--- src/rtl/c1_bus_responder.sv ---
// c1_bus_responder
// Cache-side front end of the CPU<->cache C1 bus. Samples a CPU transaction
// (command, two address beats, optional write data) from the shared bus
// wires, hands it to the cache core over a req/ack handshake, then drives
// the response (C1=7 plus read data) and releases the bus.
//
// Optional feature: define C1_RESP_TIMEOUT_EN to enable a REQ watchdog.
// Without it, REQ waits indefinitely and timeout_err is constant 0.
//
// Ports:
//   clk, rst_n            clock, asynchronous active-low reset
//   c1_in/a1_in/d1_in     bus wires as observed
//   c1_out/c1_oe          C1 drive value / enable
//   d1_out/d1_oe          D1 drive value / enable
//   core_req/core_cmd/core_addr/core_wdata   request to cache core
//   core_ack/core_rdata   single-cycle completion with read data
//   timeout_err           sticky watchdog flag
module c1_bus_responder #(
  parameter int unsigned ADDR_W         = 15,
  parameter int unsigned OFFSET_W       = 4,
  parameter int unsigned DATA_W         = 16,
  parameter int unsigned TIMEOUT_CYCLES = 255
) (
  input  logic                       clk,
  input  logic                       rst_n,
  input  logic [2:0]                 c1_in,
  input  logic [ADDR_W-1:0]          a1_in,
  input  logic [DATA_W-1:0]          d1_in,
  output logic [2:0]                 c1_out,
  output logic                       c1_oe,
  output logic [DATA_W-1:0]          d1_out,
  output logic                       d1_oe,
  output logic                       core_req,
  output logic [2:0]                 core_cmd,
  output logic [ADDR_W+OFFSET_W-1:0] core_addr,
  output logic [2*DATA_W-1:0]        core_wdata,
  input  logic                       core_ack,
  input  logic [2*DATA_W-1:0]        core_rdata,
  output logic                       timeout_err
);

  typedef enum logic [2:0] {
    S_IDLE, S_BEAT2, S_TURN, S_REQ, S_RESP_LO, S_RESP_HI
  } state_e;

  // Code 7 doubles as RESPONSE when driven by this block.
  typedef enum logic [2:0] {
    CMD_NOP, CMD_READ8, CMD_READ16, CMD_READ32,
    CMD_INVAL, CMD_WRITE8, CMD_WRITE16, CMD_WRITE32
  } cmd_e;

  state_e              state_q, state_d;
  logic                req_d;
  logic [2:0]          c1_out_d;
  logic                c1_oe_d;
  logic [DATA_W-1:0]   d1_out_d;
  logic                d1_oe_d;
  logic                resp_start;
  logic [2*DATA_W-1:0] resp_data;
  logic [DATA_W-1:0]   rdata_hi_q;
  logic                tmo_hit;

  // An X/Z command compares unknown and is not taken as a start.
  always_comb begin
    state_d    = state_q;
    req_d      = 1'b0;
    c1_out_d   = '0;
    c1_oe_d    = 1'b0;
    d1_out_d   = '0;
    d1_oe_d    = 1'b0;
    resp_start = 1'b0;
    resp_data  = core_ack ? core_rdata : '0;
    unique case (state_q)
      S_IDLE:  if (c1_in != CMD_NOP) state_d = S_BEAT2;
      S_BEAT2: state_d = S_TURN;
      S_TURN: begin
        state_d = S_REQ;
        req_d   = 1'b1;
      end
      S_REQ: begin
        // Ack has priority over a watchdog expiry in the same cycle.
        if (core_ack || tmo_hit) begin
          resp_start = 1'b1;
          state_d    = S_RESP_LO;
          c1_out_d   = CMD_WRITE32;
          c1_oe_d    = 1'b1;
          case (core_cmd)
            CMD_READ8: begin
              d1_oe_d  = 1'b1;
              d1_out_d = DATA_W'(resp_data[7:0]);
            end
            CMD_READ16, CMD_READ32: begin
              d1_oe_d  = 1'b1;
              d1_out_d = resp_data[DATA_W-1:0];
            end
            default: ;
          endcase
        end else begin
          req_d = 1'b1;
        end
      end
      S_RESP_LO: begin
        if (core_cmd == CMD_READ32) begin
          state_d  = S_RESP_HI;
          c1_out_d = CMD_WRITE32;
          c1_oe_d  = 1'b1;
          d1_oe_d  = 1'b1;
          d1_out_d = rdata_hi_q;
        end else begin
          state_d = S_IDLE;
        end
      end
      S_RESP_HI: state_d = S_IDLE;
      default:   state_d = S_IDLE;
    endcase
  end

  always_ff @(posedge clk or negedge rst_n) begin
    if (!rst_n) begin
      state_q  <= S_IDLE;
      core_req <= 1'b0;
      c1_out   <= '0;
      c1_oe    <= 1'b0;
      d1_out   <= '0;
      d1_oe    <= 1'b0;
    end else begin
      state_q  <= state_d;
      core_req <= req_d;
      c1_out   <= c1_out_d;
      c1_oe    <= c1_oe_d;
      d1_out   <= d1_out_d;
      d1_oe    <= d1_oe_d;
    end
  end

  always_ff @(posedge clk or negedge rst_n) begin
    if (!rst_n) begin
      core_cmd   <= '0;
      core_addr  <= '0;
      core_wdata <= '0;
      rdata_hi_q <= '0;
    end else begin
      if (state_q == S_IDLE && c1_in != CMD_NOP) begin
        core_cmd                              <= c1_in;
        core_addr[ADDR_W+OFFSET_W-1:OFFSET_W] <= a1_in;
        core_wdata[DATA_W-1:0]                <= d1_in;
      end
      if (state_q == S_BEAT2) begin
        core_addr[OFFSET_W-1:0]       <= a1_in[OFFSET_W-1:0];
        core_wdata[2*DATA_W-1:DATA_W] <= d1_in;
      end
      if (resp_start) rdata_hi_q <= resp_data[2*DATA_W-1:DATA_W];
    end
  end

`ifdef C1_RESP_TIMEOUT_EN
  localparam int unsigned TMO_W =
    ($clog2(TIMEOUT_CYCLES + 1) > 8) ? $clog2(TIMEOUT_CYCLES + 1) : 8;

  logic [TMO_W-1:0] tmo_cnt;
  logic             tmo_err_q;

  // Hit on the TIMEOUT_CYCLES-th REQ cycle without an ack.
  assign tmo_hit = (state_q == S_REQ) && !core_ack &&
                   (tmo_cnt == TMO_W'(TIMEOUT_CYCLES - 1));

  always_ff @(posedge clk or negedge rst_n) begin
    if (!rst_n) begin
      tmo_cnt   <= '0;
      tmo_err_q <= 1'b0;
    end else begin
      if (state_q == S_REQ) tmo_cnt <= tmo_cnt + 1'b1;
      else                  tmo_cnt <= '0;
      if (tmo_hit) tmo_err_q <= 1'b1;
    end
  end

  assign timeout_err = tmo_err_q;
`else
  assign tmo_hit     = 1'b0;
  assign timeout_err = 1'b0;
`endif

endmodule

--- config.mk ---
export PLATFORM = sky130hd
export DESIGN_NAME = c1_bus_responder
export DESIGN_NICKNAME = d
export VERILOG_FILES = /design/src/rtl/c1_bus_responder.sv
export SDC_FILE = /design/constraint.sdc
export NUM_CORES = 1
export LEC_CHECK = 0
export CELL_PAD_IN_SITES_DETAIL_PLACEMENT = 1
export CELL_PAD_IN_SITES_GLOBAL_PLACEMENT = 1
export CORE_MARGIN = 8
export CORE_UTILIZATION = 36
export CTS_CLUSTER_SIZE = 20
export DETAILED_ROUTE_END_ITERATION = 7
export PLACE_DENSITY = 0.85
export SYNTH_ARGS = -nofsm -noshare
export SYNTH_HDL_FRONTEND = slang
export SYNTH_SLANG_ARGS = --single-unit
--- constraint.sdc ---
create_clock -name clk -period 2.8 [get_ports clk]
set_input_delay 0.7 -clock clk [delete_from_list [all_inputs] [get_ports clk]]
set_output_delay 0.7 -clock clk [all_outputs]
set_load 0.005 [all_outputs]
; ---- Word-level counts from Yosys, hierarchy flattened
; Index checks and enable logic that the tools add are counted.
[op_classes]
muxes = 21
eq_ne = 9
reduce_logical = 6
[op_table]
columns = operator, count
row1 = 16-bit case mux with 2 select lines, 2
row2 = 16-bit two-way mux, 2
row3 = 32-bit two-way mux, 1
row4 = 3-bit two-way mux, 5
row5 = 3-bit case mux with 5 select lines, 1
row6 = "3-bit by 2-bit == test with 1-bit output, second input constant", 4
row7 = "3-bit by 1-bit == test with 1-bit output, second input constant", 2
row8 = 1-bit two-way mux, 6
row9 = 1-bit case mux with 2 select lines, 3
row10 = 3-bit case mux with 2 select lines, 1
row11 = "2-bit inequality test, second input constant", 2
row12 = "3-bit == test, second input constant", 1
row13 = 3-bit logical NOT, 1
row14 = 3-bit nonzero test, 1
row15 = 3-bit OR reduction, 1
row16 = 2-bit AND reduction, 1
row17 = 2-bit OR reduction, 1
row18 = 1-bit logical AND, 1
[word_totals]
out_inout_bits = 77
reg_bits = 95

; ---- Logic depth before layout (Yosys ltp)
; Gate-level depths: netlist (run 1).
[depth]
ltp_word = 5
mapped_depth = 5
ltp_nobuf = 3

; ---- Worst setup path after synthesis (run 1)
; OpenSTA, ideal clock, no wires.
[synth_path]
kind = input -> register
start = in c1_in[1]
end = reg core_addr[12]
path_stages = 5
path_buffers = 2
setup_slack_ns = 1.088
setup_ns = 0.127
t_arrival_ns = 1.584
t_required_ns = 2.673
path_cell_list = nor3_1 nor2b_1 clkbuf_2 buf_6 mux2_1
[synth_via]
elab_chain_len = 2
[synth_rtl]
columns = element, line
row1 = "start, declared", 26  ; input logic [2:0] c1_in,
row2 = 3-bit nonzero test, 143  ; if (state_q == S_IDLE && c1_in != CMD_NOP) begin
row3 = 1-bit logical AND, 143
row4 = "end signal, assigned by index", 145  ; core_addr[ADDR_W+OFFSET_W-1:OFFSET_W] <= a1_in;
row5 = "end signal, assigned by index", 149  ; core_addr[OFFSET_W-1:0] <= a1_in[OFFSET_W-1:0];
row6 = "end, declared", 35  ; output logic [ADDR_W+OFFSET_W-1:0] core_addr,
; Every way passes these cells.
; A chain may end at the register's enable or synchronous reset.

; ---- Final worst setup path (run 1)
[layout_path]
start = in c1_in[0]
end = reg core_wdata[9]
[layout_via]
elab_chain_len = 2
[layout_rtl]
columns = element, line
row1 = 3-bit nonzero test, 143
row2 = 1-bit logical AND, 143
row3 = "end signal, assigned by index", 146  ; core_wdata[DATA_W-1:0] <= d1_in;
row4 = "end signal, assigned by index", 150  ; core_wdata[2*DATA_W-1:DATA_W] <= d1_in;
row5 = "end, declared", 36  ; output logic [2*DATA_W-1:0] core_wdata,
; Every way passes these cells.

==> results of run 1 <==
-- power breakdown --
group | internal [mW] | switching, mW
sequential | 1.91 | 0.346
clock | 0.463 | 0.450
combinational | 1.49 | 0.730
-- per-stage QoR --
| stage | instance area [sq um] | hold WS (ns) |
|---|---|---|
| finish | 5240 | 0.342 |
| global route | 5240 | 0.376 |
| CTS | 5240 | 0.359 |
| detailed placement | 5040 | 0.478 |
| global placement | 5040 | 0.467 |
| floorplan | 3480 | 0.404 |
-- worst max-delay path: stages --
cell	delay, ns
clkdlybuf4s50_1	0.48
nor3_1	0.10
nor2b_4	0.75
mux2_2	0.42
-- synthesized netlist by cell type --
library cell	n	area share [%]
nand2_1	5	0.54
nor2b_1	1	0.18
mux2_2	64	21
o311ai_0	1	0.25
nor3_2	1	0.29
buf_2	3	0.43
nor3_4	1	0.47
nand2b_1	3	0.54
nor2_1	1	0.11
nand4b_1	1	0.25
buf_6	3	0.97
nor3_1	1	0.14
conb_1	1	0.11
nor3b_1	1	0.22
buf_4	6	1.3
nor4_4	1	0.61
mux2_1	4	1.3
a22o_1	18	4.5
clkbuf_2	1	0.14
inv_1	2	0.22
or4_1	1	0.22
nand3b_1	1	0.22
nor2_2	1	0.18
dfrtp_1	92	66
-- worst min path at each step --
stage / slack (ns) / depth (start not counted) / from / endpoint
after floorplan: 0.40 / 0 / rst_n / c1_out[1]
after global placement: 0.47 / 1 / core_wdata[15] / core_wdata[15]
after detailed placement: 0.48 / 1 / rdata_hi_q[3] / d1_out[3]
after CTS: 0.36 / 1 / rst_n / core_wdata[24]
after global routing: 0.38 / 1 / rst_n / core_addr[14]
final: 0.34 / 1 / rst_n / core_wdata[24]
-- state kept, by name, summed over array words and instances, names as in the netlist --
register,flops
core_addr,19
core_req,1
core_cmd,3
rdata_hi_q,16
state_q,3
d1_oe,1
core_wdata,32
c1_out,1
d1_out,16
-- layer usage --
| layer | wire, microns | up-vias | part of all wire (%) |
|---|---|---|---|
| li1 | - | 1046 | - |
| met1 | 3580 | 1186 | 39 |
| met2 | 4810 | 85 | 52 |
| met3 | 807 | 8 | 8.7 |
| met4 | 86 | 0 | 0.93 |
| met5 | 0 | - | 0 |
-- cells by family after synthesis --
| kind of cell | after synthesis |
|---|---|
| AO/OA/AOI/OAI | 19 |
| buffers and inverters | 15 |
| flip-flops | 92 |
| multiplexers | 68 |
| other | 1 |
| AND/OR/NAND/NOR | 19 |
-- layout make-up --
cell class,count,area share (%)
clock buffers,13,3.03
flip-flops and latches,92,43.9
multi-input cells,107,20.7
inverters,2,0.143
clock inverters,3,0.860
repair buffers,147,28.1
well taps,133,3.18
==> impl_metrics.env, run 1 <==
export IMPL_status="completed"
export IMPL_r2r_start="state_q[1]"
export IMPL_cp_data_required_time_ns=3.04
export IMPL_die_w_microns=114
export IMPL_synth_top_family_by_area="multiplexers"
export IMPL_drc=0
export IMPL_rsz0062_at_grt="false"
export IMPL_drive_gt1_share_pct=24.2
export IMPL_period_share_pct=79.6
export IMPL_htreeDepth=3
export IMPL_diodes=0
export IMPL_worst_ep_arrival_time_ns=2.47
export IMPL_slew_violations=0
export IMPL_post_cts_buffers=0
export IMPL_drt_wl_total_microns=9280
export IMPL_ys_types=24
export IMPL_synth_xor_area_share_pct=0
export IMPL_dp_cells=481
export IMPL_placeableCoreArea_sq_um=9590
export IMPL_dieArea_sq_um=13100
export IMPL_drt_iter0_markers=76
export IMPL_final_cell_mix="clkdlybuf4s50_1 (143), dfrtp_1 (92), mux2_2 (64)"
export IMPL_top_usage_layer="met2"
export IMPL_synth_area_per_cell_sq_um=16.3
export IMPL_drt_first_pass_iters=4
export IMPL_hold_class="in2async"
export IMPL_max_freq_ghz=0.449
export IMPL_start_kind="primary input"
export IMPL_grtUsageTotal_pct=14.8
export IMPL_clock_sinks=92
export IMPL_final_nets=428
export IMPL_use_met3_pct=6.43
export IMPL_endpoint_kind="flop"
export IMPL_ys_seq_elements=92
export IMPL_grt_pass1_vias=2745
export IMPL_setup_viol=0
export IMPL_num_io_pins=146
export IMPL_synthesis_instances=214
export IMPL_portBuffers=144
export IMPL_antenna_left=0
export IMPL_synth_nets=283
export IMPL_leakage_nw=2.19
export IMPL_final_common_cell="clkdlybuf4s50_1"
export IMPL_grt_use_met2_pct=25.5
export IMPL_r2r_end="core_wdata[9]"
export IMPL_grt_max_degree=48
export IMPL_setup_slack_ns=0.572
export IMPL_p_total_mw=5.39
export IMPL_floorplan_initialDensity_pct=36.3
export IMPL_finalHoldViolCount=0
export IMPL_synthMuxAreaShare_pct=22.0
export IMPL_num_vias=2325
export IMPL_worstSetupPathType="in2reg"
export IMPL_relSlewSlack_pct=36.9
export IMPL_area_growth_pct=50.5
export IMPL_setup_worst_path_end="core_wdata[9]"
export IMPL_r2r_setup_slack_ns=0.63
export IMPL_synth_seq_area_share_pct=66.1
export IMPL_grt_util_met1_pct=15.9
export IMPL_antenna_found_initial=0
export IMPL_tightest_slew_ns=0.944
export IMPL_finalCriticalPeriod_ns=2.23
export IMPL_post_drt_wl_per_cell_microns=18.7
export IMPL_cts_root_buf="clkbuf_8"
export IMPL_grt_overflow=0
export IMPL_critPathMaxFanout=32
export IMPL_synth_compound_area_share_pct=4.78
export IMPL_synth_fa_ha_area_share_pct=0
export IMPL_ys_warn_count=0
export IMPL_gp_congestion=0.718
export IMPL_dpl_hpwl_microns=7090
export IMPL_clkTransAtPathRegs_ns=0.08
export IMPL_num_rows=36
export IMPL_yosys_area_share_simple_pct=3.95
export IMPL_via_per_inst=4.68
export IMPL_area_sequential_sq_um=2300
export IMPL_cts_resized=0
export IMPL_syn_area_sq_um=3480
export IMPL_tritoncts="done"
export IMPL_multi_input_area_sq_um=1090
export IMPL_finClkSkew_ns=0.0113
export IMPL_tns_ns=0
export IMPL_reg2regPathDepth=3
export IMPL_crit_path_start="c1_in[0]"
export IMPL_cts_buffer_depth=2
export IMPL_grt_first_pass_wirelength_microns=14900
export IMPL_clock_latency_ns=0.35
export IMPL_stdcell_count=497
export IMPL_p_per_area_nw_per_um2=1030
export IMPL_holdBufCountCts=0
export IMPL_dp_slack_ns=0.146
export IMPL_vdd_ir_drop_max_uv=317
export IMPL_cap_violations=0
export IMPL_fillers=958
export IMPL_numCtsBuffers=9
export IMPL_final_core_util_pct=54.6
export IMPL_die_h_microns=114
Power figures use the tool's default switching activity.
==> run 2, diff against run 1 <==
--- a/config.mk
+++ b/config.mk
@@ -8,10 +8,10 @@
 export CELL_PAD_IN_SITES_DETAIL_PLACEMENT = 1
 export CELL_PAD_IN_SITES_GLOBAL_PLACEMENT = 1
 export CORE_MARGIN = 8
-export CORE_UTILIZATION = 36
+export CORE_UTILIZATION = 34
 export CTS_CLUSTER_SIZE = 20
 export DETAILED_ROUTE_END_ITERATION = 7
-export PLACE_DENSITY = 0.85
+export PLACE_DENSITY = 0.81
 export SYNTH_ARGS = -nofsm -noshare
 export SYNTH_HDL_FRONTEND = slang
 export SYNTH_SLANG_ARGS = --single-unit
==> constraint.sdc (replaced) <==
create_clock -name clk -period 2.2 [get_ports clk]
set_input_delay 0.55 -clock clk [delete_from_list [all_inputs] [get_ports clk]]
set_output_delay 0.55 -clock clk [all_outputs]
set_load 0.005 [all_outputs]
==> run 2 against run 1 <==
Effect of this change: largest cell class unchanged; clock skew down 0.0021 ns; flip-flop and latch count unchanged; sequential power up 28%; power up 35%; setup slack worse by 0.30 ns; wire length up 3.8%; critical path type is now reg2out; clock power up 63%; clock-buffer cell count down 2; sequential share of layout area down 1.0 points; combinational power up 31%; global-route usage about the same.
==> impl_metrics.env, run 2 (synthesized netlist as in run 1, its figures left out) <==
export IMPL_holdWs_ns=0.114
export IMPL_placed_area_sq_um=5090
export IMPL_start_kind="flop"
export IMPL_drive_gt1_share_pct=25.3
export IMPL_crit_chain="clkdlybuf4s50_1"
export IMPL_drt_iter0_markers=70
export IMPL_tns_ns=0
export IMPL_post_cts_buffers=0
export IMPL_finalHoldViolCount=0
export IMPL_status="completed"
export IMPL_num_io_pins=146
export IMPL_placeableCoreArea_sq_um=10100
export IMPL_timing_critical_path_buf_inv=1
export IMPL_grt_first_pass_wirelength_microns=15300
export IMPL_reg_largest_list="core_wdata (32), core_addr (19)"
export IMPL_rsz0062_at_grt="false"
export IMPL_r2r_end="core_addr[10]"
export IMPL_worstSetupPathType="reg2out"
export IMPL_drc=0
export IMPL_finClkSkew_ns=0.00919
export IMPL_die_w_microns=117
export IMPL_p_total_mw=7.27
export IMPL_clkTransAtPathRegs_ns=0.09
export IMPL_cpLargestDelayFamily="buffers and inverters"
export IMPL_final_cell_mix="clkdlybuf4s50_1 (143), dfrtp_1 (92), mux2_2 (64)"
export IMPL_critPathMaxFanout=4
export IMPL_worst_ep_arrival_time_ns=1.38
export IMPL_diodes=0
export IMPL_gp_congestion=0.721
export IMPL_clock_latency_ns=0.35
export IMPL_fin_area_sq_um=5370
export IMPL_post_drt_wl_per_cell_microns=19.2
export IMPL_tritoncts="done"
export IMPL_finalCriticalPeriod_ns=1.93
export IMPL_drt_first_pass_iters=4
export IMPL_setup_viol=0
export IMPL_antenna_left=0
export IMPL_stdcell_count=503
export IMPL_largest_register_ffs=32
export IMPL_r2r_start="state_q[1]"
export IMPL_htreeDepth=3
export IMPL_endpoint_kind="output port"
export IMPL_period_share_pct=87.7
export IMPL_grt_max_degree=41
export IMPL_regMostFlops="core_wdata"
export IMPL_slowest_delay_ns=0.58
export IMPL_floorplan_initialDensity_pct=34.3
export IMPL_crit_slowest_cell="clkdlybuf4s50_1"
export IMPL_area_growth_pct=54.1
export IMPL_hold_class="in2async"
export IMPL_vdd_ir_drop_max_uv=485
export IMPL_grt_overflow=0
export IMPL_final_nets=432
export IMPL_cts_root_buf="clkbuf_8"
export IMPL_dp_slack_ns=0.0469
export IMPL_reg2regPathDepth=4
export IMPL_final_common_cell="clkdlybuf4s50_1"
export IMPL_cap_violations=0
export IMPL_final_core_util_pct=52.9
export IMPL_numCtsBuffers=9
export IMPL_r2r_setup_slack_ns=0.49
export IMPL_clock_sinks=92
export IMPL_antenna_found_initial=0
export IMPL_slew_violations=0
export IMPL_grtUsageTotal_pct=14.8
export IMPL_leakage_nw=2.26
export IMPL_num_vias=2362
export IMPL_dpl_hpwl_microns=7340
export IMPL_grt_pass1_vias=2715
export IMPL_cts_resized=0
export IMPL_via_per_inst=4.70
export IMPL_p_per_area_nw_per_um2=1360
export IMPL_portBuffers=144
export IMPL_cts_buffer_depth=2
export IMPL_dp_cells=488
export IMPL_setup_slack_ns=0.271
export IMPL_max_freq_ghz=0.518
export IMPL_cp_data_required_time_ns=1.65
export IMPL_multi_input_area_sq_um=1090
export IMPL_num_rows=37
export IMPL_die_h_microns=117
export IMPL_drt_wl_total_microns=9640
export IMPL_cp_num_cells=1
export IMPL_holdBufCountCts=0
export IMPL_dieArea_sq_um=13700
export IMPL_fillers=978
export IMPL_area_sequential_sq_um=2300
run 2: area by class of cell:
class / instances / share of cell area (%)
Clock buffer: 11 / 2.82
Clock inverter: 4 / 2.24
Inverter: 2 / 0.140
Multi-Input combinational cell: 107 / 20.2
Sequential cell: 92 / 42.9
Tap cell: 136 / 3.17
Timing Repair Buffer: 151 / 28.5
run 2: worst max-delay path by stage:
stage                start        endpoint  slack [ns]
3_3_place_gp      c1_in[1]  core_wdata[15]         0.1
3_5_place_dp      c1_in[1]   core_addr[18]        0.05
5_1_grt        core_cmd[2]     core_cmd[2]        0.19
6_report       core_cmd[2]     core_cmd[2]        0.27
2_1_floorplan   state_q[1]   core_addr[11]        0.62
4_1_cts        core_cmd[2]     core_cmd[2]        0.22
run 2: report_power, final:
group / internal (mW) / switching [mW] / total, mW
combinational: 1.94 / 0.962 / 2.90
sequential: 2.44 / 0.452 / 2.89
clock: 0.926 / 0.561 / 1.49
run 2: per-layer routing:
metal | GRT usage, % | part of all wire [%] | vias to the layer above | routed length, microns
met1 | 16.6 | 38 | 1209 | 3670
met2 | 25.7 | 52 | 88 | 5050
met5 | 0 | 0 | - | 0
met4 | 5.63 | 1.4 | 0 | 137
met3 | 4.57 | 8.1 | 12 | 782
li1 | - | - | 1053 | -
run 2: worst register-to-register path, stage by stage, from the launching register on:
cell and delay, ns:
dfrtp_1 0.48, nor3_2 0.29, nor2b_4 0.22, buf_12 0.22
mux2_2 0.38
